`src/rtl/mem_pkg.sv`:
```
// mem_pkg: widths, descriptor type and streamer states shared by the memory block and its ports
package mem_pkg;
  localparam int MEM_DATA_W = 128;
  localparam int MEM_ADDR_W = 12;
  localparam int MEM_LEN_W = 13;
  typedef struct packed {
    logic [MEM_ADDR_W-1:0] addr;
    logic [MEM_LEN_W-1:0] len;
  } ob_cmd_t;
  typedef enum logic [1:0] {IDLE, RUN, DRAIN} ob_state_t;
endpackage

```
`src/rtl/mem_ob_fifo.sv`:
```
// mem_ob_fifo: synchronous fifo with a registered head entry and occupancy count
module mem_ob_fifo #(
  parameter int W = 129,
  parameter int DEPTH = 4,
  localparam int AW = $clog2(DEPTH),
  localparam int CW = $clog2(DEPTH + 1)
) (
  input  logic          clk,
  input  logic          rst,
  input  logic          wr_en,
  input  logic [W-1:0]  wr_data,
  input  logic          rd_en,
  output logic [W-1:0]  head,
  output logic          head_valid,
  output logic [CW-1:0] count
);
  logic [W-1:0] mem [DEPTH];
  logic [AW-1:0] wp, rp, rp_n;
  logic [CW-1:0] cnt_n;
  always_comb begin
    rp_n = rp + AW'(rd_en);
    cnt_n = count + CW'(wr_en) - CW'(rd_en);
  end
  always_ff @(posedge clk)
    if (wr_en) mem[wp] <= wr_data;
  always_ff @(posedge clk)
    if (rst) begin
      wp <= '0;
      rp <= '0;
      count <= '0;
      head <= '0;
      head_valid <= 1'b0;
    end else begin
      wp <= wp + AW'(wr_en);
      rp <= rp_n;
      count <= cnt_n;
      head_valid <= cnt_n != '0;
      if (wr_en || rd_en) head <= (wr_en && rp_n == wp) ? wr_data : mem[rp_n];
    end
endmodule

```
`src/rtl/mem_ob_streamer.sv`:
```
// mem_ob_streamer: descriptor-driven sequential reader turning memory read returns into a valid/ready stream
module mem_ob_streamer
  import mem_pkg::*;
#(
  parameter int DATA_W = MEM_DATA_W,
  parameter int ADDR_W = MEM_ADDR_W,
  parameter int LEN_W = MEM_LEN_W,
  parameter int RD_LAT = 1,
  parameter int FIFO_DEPTH = 4
) (
  input  logic              clk,
  input  logic              rst,
  input  logic              cmd_valid,
  output logic              cmd_ready,
  input  logic [ADDR_W-1:0] cmd_addr,
  input  logic [LEN_W-1:0]  cmd_len,
  output logic              ObRdEn,
  output logic [ADDR_W-1:0] ObRdAddr,
  input  logic [DATA_W-1:0] ObRdData,
  output logic              m_valid,
  input  logic              m_ready,
  output logic [DATA_W-1:0] m_data,
  output logic              m_last,
  output logic              busy,
  output logic              done
);
  localparam int CW = $clog2(FIFO_DEPTH + 1);
  localparam int OW = $clog2(FIFO_DEPTH + RD_LAT + 3);
  localparam logic [LEN_W-1:0] MAX_LEN = LEN_W'(1) << (LEN_W - 1);
  ob_state_t state, state_n;
  logic [ADDR_W-1:0] addr, addr_n, iss_addr;
  logic [LEN_W-1:0] rem, rem_n, len_c;
  logic [RD_LAT-1:0] pv, pl;
  logic [CW-1:0] cnt;
  logic [OW-1:0] outstanding;
  logic [DATA_W:0] head;
  logic ob_last, issue, iss_last, accept, pop, done_n;
  assign len_c = cmd_len > MAX_LEN ? MAX_LEN : cmd_len;
  assign accept = cmd_valid && cmd_ready;
  assign pop = m_valid && m_ready;
  assign m_last = head[DATA_W];
  assign m_data = head[DATA_W-1:0];
  always_comb begin
    outstanding = OW'(cnt) + OW'(ObRdEn);
    for (int i = 0; i < RD_LAT; i++) outstanding += OW'(pv[i]);
  end
  always_comb begin
    state_n = state;
    addr_n = addr;
    rem_n = rem;
    iss_addr = addr;
    issue = 1'b0;
    done_n = 1'b0;
    if (state == IDLE && accept) begin
      iss_addr = cmd_addr;
      rem_n = len_c;
      issue = len_c != '0;
      done_n = len_c == '0;
    end else if (state == RUN) begin
      issue = outstanding < OW'(FIFO_DEPTH) + OW'(pop);
    end else if (state == DRAIN && pop && m_last) begin
      state_n = IDLE;
      done_n = 1'b1;
    end
    iss_last = rem_n == LEN_W'(1);
    if (issue) begin
      addr_n = iss_addr + ADDR_W'(1);
      rem_n = rem_n - LEN_W'(1);
      state_n = rem_n == '0 ? DRAIN : RUN;
    end
  end
  always_ff @(posedge clk)
    if (rst) begin
      state <= IDLE;
      addr <= '0;
      rem <= '0;
      ObRdEn <= 1'b0;
      ObRdAddr <= '0;
      ob_last <= 1'b0;
      pv <= '0;
      pl <= '0;
      cmd_ready <= 1'b0;
      busy <= 1'b0;
      done <= 1'b0;
    end else begin
      state <= state_n;
      addr <= addr_n;
      rem <= rem_n;
      ObRdEn <= issue;
      ob_last <= issue && iss_last;
      if (issue) ObRdAddr <= iss_addr;
      pv <= RD_LAT'({pv, ObRdEn});
      pl <= RD_LAT'({pl, ob_last});
      cmd_ready <= state_n == IDLE;
      busy <= state_n != IDLE;
      done <= done_n;
    end
  mem_ob_fifo #(.W(DATA_W + 1), .DEPTH(FIFO_DEPTH)) u_fifo (
    .clk(clk),
    .rst(rst),
    .wr_en(pv[RD_LAT-1]),
    .wr_data({pl[RD_LAT-1], ObRdData}),
    .rd_en(pop),
    .head(head),
    .head_valid(m_valid),
    .count(cnt)
  );
endmodule

```
`config.mk`:
```
export PLATFORM = sky130hd
export DESIGN_NAME = mem_ob_streamer
export DESIGN_NICKNAME = d
export VERILOG_FILES = /design/src/rtl/mem_pkg.sv /design/src/rtl/mem_ob_fifo.sv /design/src/rtl/mem_ob_streamer.sv
export SDC_FILE = /design/constraint.sdc
export NUM_CORES = 1
export LEC_CHECK = 0
export ABC_CLOCK_PERIOD_IN_PS = 15400
export BUFFER_PORTS_ARGS = -buffer_cell sky130_fd_sc_hd__buf_2
export CAP_MARGIN = 20
export CORE_MARGIN = 1
export CORE_UTILIZATION = 40
export CTS_CLUSTER_SIZE = 12
export DETAILED_ROUTE_END_ITERATION = 12
export SYNTH_ARGS = -nofsm -noshare
export SYNTH_HDL_FRONTEND = slang
export SYNTH_SLANG_ARGS = --single-unit
```
`constraint.sdc`:
```
create_clock -name clk -period 15.4 [get_ports clk]
set_input_delay 3.08 -clock clk [delete_from_list [all_inputs] [get_ports clk]]
set_output_delay 3.08 -clock clk [all_outputs]
set_load 0.03 [all_outputs]
```
; ---- Word level (Yosys, flattened, before mapping)
; Memory sizes are Yosys's and may differ from the RTL's. A register that Yosys moved wholly into a read port is not among the register bits.
; Index checks and enable logic that the tools add are counted.
[word_totals]
ff_bits = 54
mem_bits_rw = 516
inputBits = 157
out_inout_bits = 146
n_memories = 1
[op_classes]
add_sub_neg = 9
n_lt_le_gt_ge = 2
eq_ne = 3
mux = 16
n_reduce_logical = 14
[mem_list]
columns = memory, words, word_bits, rd, rd_ports_with_merged_regs, wr, line_no
row1 = u_fifo.mem, 4, 129, 1, 1, 1, mem_ob_fifo.sv:17  ; logic [W-1:0] mem [DEPTH];
[op_table]
columns = operator, count
row1 = 13-bit 2-to-1 mux, 3
row2 = 13-bit logical NOT, 2
row3 = "13-bit by 1-bit equality test with 1-bit output, second input constant", 1
row4 = "13-bit > comparator, second input constant", 1
row5 = 13-bit nonzero test, 1
row6 = "13-bit by 1-bit subtractor with 13-bit output, second input constant", 1
row7 = "12-bit by 1-bit adder with 12-bit output, second input constant", 1
row8 = 12-bit 2-to-1 mux, 1
row9 = 2-bit 2-to-1 mux, 5
row10 = 3-bit by 1-bit adder with 3-bit output, 3
row11 = 1-bit 2-to-1 mux, 7
row12 = 1-bit logical AND, 6
row13 = 2-bit by 1-bit adder with 2-bit output, 2
row14 = 2-bit logical NOT, 2
row15 = "3-bit by 1-bit adder with 3-bit output, first input constant", 1
row16 = 3-bit less-than comparator, 1
row17 = 3-bit nonzero test, 1
row18 = 3-bit by 1-bit subtractor with 3-bit output, 1
row19 = "2-bit by 1-bit equality test with 1-bit output, second input constant", 1
row20 = "2-bit equality test, second input constant", 1
row21 = 2-bit nonzero test, 1
row22 = 1-bit logical OR, 1

; ---- Depth between registers and ports, before layout
[depth]
ltp_word = 8
ltp_mapped = 12
depth_no_buf = 10

; ---- By module
; A second synthesis with hierarchy kept.
[unflattened]
hier_cells = 1829
hier_area_um2 = 28345.9
[modules_own_cells]
columns = mod, n_inst, cells_per_inst, area_per_inst_um2, seq_area_each_um2
row1 = mem_ob_fifo, 1, 1432, 25290.5, 18237.5
row2 = mem_ob_streamer, 1, 397, 3055.4, 920.9

; ---- Worst setup path before layout
; OpenSTA, ideal clock, no wires.
[synth_path]
path_kind = reg-to-reg
from = register pv
to = memory u_fifo.mem[1][0] (enable)
setup_time_ps = 802
arrival_time_ps = 9852
required_time_ps = 14598
slack_ps = 4747
path_stages_with_launch = 3
cell_sequence = dfxtp_1 -> inv_1 -> nor3b_1
[synth_between]
elab_chain_len = 2
[synth_lines]
columns = element, line_no
row1 = from (decl), mem_ob_streamer.sv:33  ; logic [RD_LAT-1:0] pv, pl;
row2 = from (signal assigned), mem_ob_streamer.sv:92  ; pv <= RD_LAT'({pv, ObRdEn});
row3 = 1-bit 2-to-1 mux, mem_ob_fifo.sv:25  ; if (wr_en) mem[wp] <= wr_data;
row4 = 1-bit 2-to-1 mux (implied by the code), mem_ob_fifo.sv:25
row5 = to (decl), mem_ob_fifo.sv:17
; Every way passes these cells.

; ---- Final worst setup path
[layout_path]
from = input port m_ready
to = register u_fifo.head[96] (read register of u_fifo.mem)
[layout_between]
elab_chain_len = 2
elab_cells_between_ends = 3
cone_classes = add/sub (1) / reduce/logical (2)
[layout_lines]
columns = element, line_no
row1 = from (decl), mem_ob_streamer.sv:21  ; input logic m_ready,
row2 = 1-bit logical AND (*), mem_ob_streamer.sv:40  ; assign pop = m_valid && m_ready;
row3 = 2-bit by 1-bit adder with 2-bit output or 1-bit logical OR (tied branches), "mem_ob_fifo.sv:21, mem_ob_fifo.sv:38"
row4 = to (decl), mem_ob_fifo.sv:13  ; output logic [W-1:0] head,
; Every way passes the cells marked *; elsewhere a longest branch is shown, timed or not.
; A chain may end at the register's enable or synchronous reset.

==> results.cfg <==
[run_status]
status = complete, no violations

[floorplan]
fp.dieH_um = 266
row_count = 96
die_x_um = 266
start_util = 0.405
dieArea_um2 = 70600
core-area_um2 = 68700
ios = 303

[setup_path]
setup.worst_path.start_class = input port
crit_type = in2reg
crit_path_max_fanout = 35
r2r_slack_ns = 11.19
worst_ep_arrival_time_ns = 6.80
cp-end-kind = flop
required_ns = 15.83

[place]
place_ws_ns = 8.33
gp_routability_congestion = 0.860
dp.cells = 2839
port_buffers = 302
dpl.hpwl_um = 37800

[yosys]
synth_edf_count = 516
ys_warn_count = 0
ys_seq_area_frac = 0.689
synth_area_leaders = edfxtp_1 (56%), dfxtp_1 (13%), mux4_2 (10%), mux2i_1 (5.1%), a211oi_1 (3.7%)
synth_cell_types = 73
synth_seq_cells = 699
synth_top_area_share = 0.557
async_flop_share = 0
synthCells = 1691
synth_top_cell_by_area = edfxtp_1
syn-cell-area_um2 = 27800
synth-main-ff-cell = edfxtp_1
synth_nets = 1859
avgSynthCellArea_um2 = 16.4

[global_route]
grt_pass1_vias = 16300
grt_max_degree = 86
track_usage = 0.185
grt_pass1_wl_um = 98800
overflow = 0
antenna_found_initial = 16

[pwr]
p_leak_nw = 12.0
power_density_nw_per_um2 = 159
vdd_drop_max_mv = 0.0926
p_int_mw = 3.66
p_clk_frac = 0.341
combPwrFrac = 0.231
sw_frac_of_total = 0.292
fin_total_pwr_mw = 5.17
p_seq_frac = 0.428
switchingPower_mw = 1.51

[drt]
antenna_left = 0
routed_wl_um = 65100
routed_via_density = 5.35
firstDrtPassIters = 6
route.detailed.drc = 0
vias = 16000
avgRoutedWirePerCell_um = 21.8
drt-initial-drc-count = 1069

[sta]
fin_setup_tns_ns = 0
max-slew-margin-rel = 0.269
grt_setup_unrepaired = false
finalMaxSlewViolations = 0
post-route-min-period_ns = 6.38
setup_ws_ns = 9.02
worst_pin_slew_ns = 1.10
max_freq_ghz = 0.157
fin_crit_sh = 0.414
setup_viol = 0
whs_ns = 0.442
finClkSkew_ns = 0.0221
final_hold_viol_count = 0

[worst_hold_path]
hp-class = reg2reg

[clock_network]
cts.clk_slew.worst_paths_ns = 0.05
cts-root-buf = clkbuf_16
cts_resized = 0
cts_hold_buf = 0
htree_num_levels = 3
postCtsSetupBuffers = 0
clockBufferDepth = 3
cts_buffers = 78
clk_latency_ns = 0.62
cts_tree = built
clkSinkCount = 699

[cells_and_area]
nets = 2156
layout_commonest_cell = edfxtp_1
area_growth_pct = 17.1
most-common-layout-cells = edfxtp_1 (516), buf_2 (301), dfxtp_1 (183)
drive_above_1_share = 0.292
fin_cells = 2989

[run]
maxCapViolCount = 0
-- area by class of cell --
| type | instances | area [um^2] |
|---|---|---|
| clock inverters | 23 | 196 |
| inverters | 14 | 52.6 |
| fillers | 6041 | 36100 |
| diodes | 6 | 15.0 |
| well taps | 931 | 1160 |
| repair buffers | 327 | 1710 |
| flip-flops and latches | 699 | 19200 |
| multi-input cells | 868 | 8060 |
| clock buffers | 121 | 2210 |
-- worst max-delay path, stage by stage --
cell and delay [ns]:
buf_2 0.09, and2_1 0.25, ha_4 0.20, xor2_4 0.65
xnor2_1 0.21, nand3_4 0.50, buf_4 0.64, buf_4 0.70
mux2i_1 0.32, a211oi_1 0.11
-- path summary, 6_finish.rpt --
path                     startpoint  depth (start not counted)         endpoint
setup / recovery            m_ready                         10  u_fifo.head[96]
hold / removal              ob_last                          1               pl
setup reg to reg  u_fifo.head_valid                          9  u_fifo.head[96]
hold reg to reg             ob_last                          1               pl
-- metal layers --
metal  part of all wire  GRT usage  vias up  wire, um
li1                   -          -     7291         -
met4              0.019     0.0589       22      1260
met5             0.0022          0        -       142
met1               0.43      0.245     8164     28100
met3              0.065     0.0439      104      4200
met2               0.48      0.300      421     31400
-- state kept, by name, summed over array words and instances (netlist names) --
signal,cells
u_fifo.mem,516
u_fifo.head,129
rem,13
ObRdAddr,12
addr,12
u_fifo.count,3
state,2
u_fifo.rp,2
u_fifo.wp,2
ObRdEn,1
busy,1
cmd_ready,1
done,1
ob_last,1
pl,1
pv,1
u_fifo.head_valid,1
-- power by group through the flow --
stage | Clock, mW | Combinational (mW) | Sequential, mW
6_report | 1.76 | 1.19 | 2.21
5_1_grt | 1.88 | 1.30 | 2.22
4_1_cts | 1.81 | 1.22 | 2.21
3_5_place_dp | 0 | 1.22 | 2.25
3_3_place_gp | 0 | 1.20 | 2.25
2_1_floorplan | 0 | 0.731 | 2.42
-- kinds of logic (layout without fill, tap and decap cells) --
logic type               count (synthesis)  after routing  share of synthesized area
AO/OA/AOI/OAI                          249            249                     0.0639
XOR/XNOR                                19             19                    0.00599
adder cells (fa/ha/maj)                 11             11                    0.00549
buffers and inverters                  124            485                     0.0236
flip-flops                             699            699                      0.689
multiplexers                           277            277                      0.159
other                                    0              6                          0
AND/OR/NAND/NOR                        312            312                     0.0532
-- per-stage QoR --
stage | util | cell area (um^2)
2_1_floorplan | - | 27800
3_3_place_gp | 0.439 | 30100
3_5_place_dp | 0.439 | 30100
4_1_cts | 0.474 | 32600
5_1_grt | 0.474 | 32600
6_report | 0.474 | 32600
-- cells in the mapped netlist, types with 7 or more instances --
cell type	count
clkbuf_1	55
buf_4	7
and3_1	10
o211ai_1	12
nor3_1	20
ha_1	9
inv_1	14
dfxtp_1	183
nor2_1	172
a21oi_1	26
nand2_1	46
buf_6	17
a31oi_1	13
xnor2_1	15
mux2i_1	141
a211oi_1	137
buf_2	30
o21ai_0	19
nand3_1	10
mux4_2	129
and2_1	7
nor2b_1	8
a22oi_1	7
edfxtp_1	516
(Power assumes the default switching activity.)
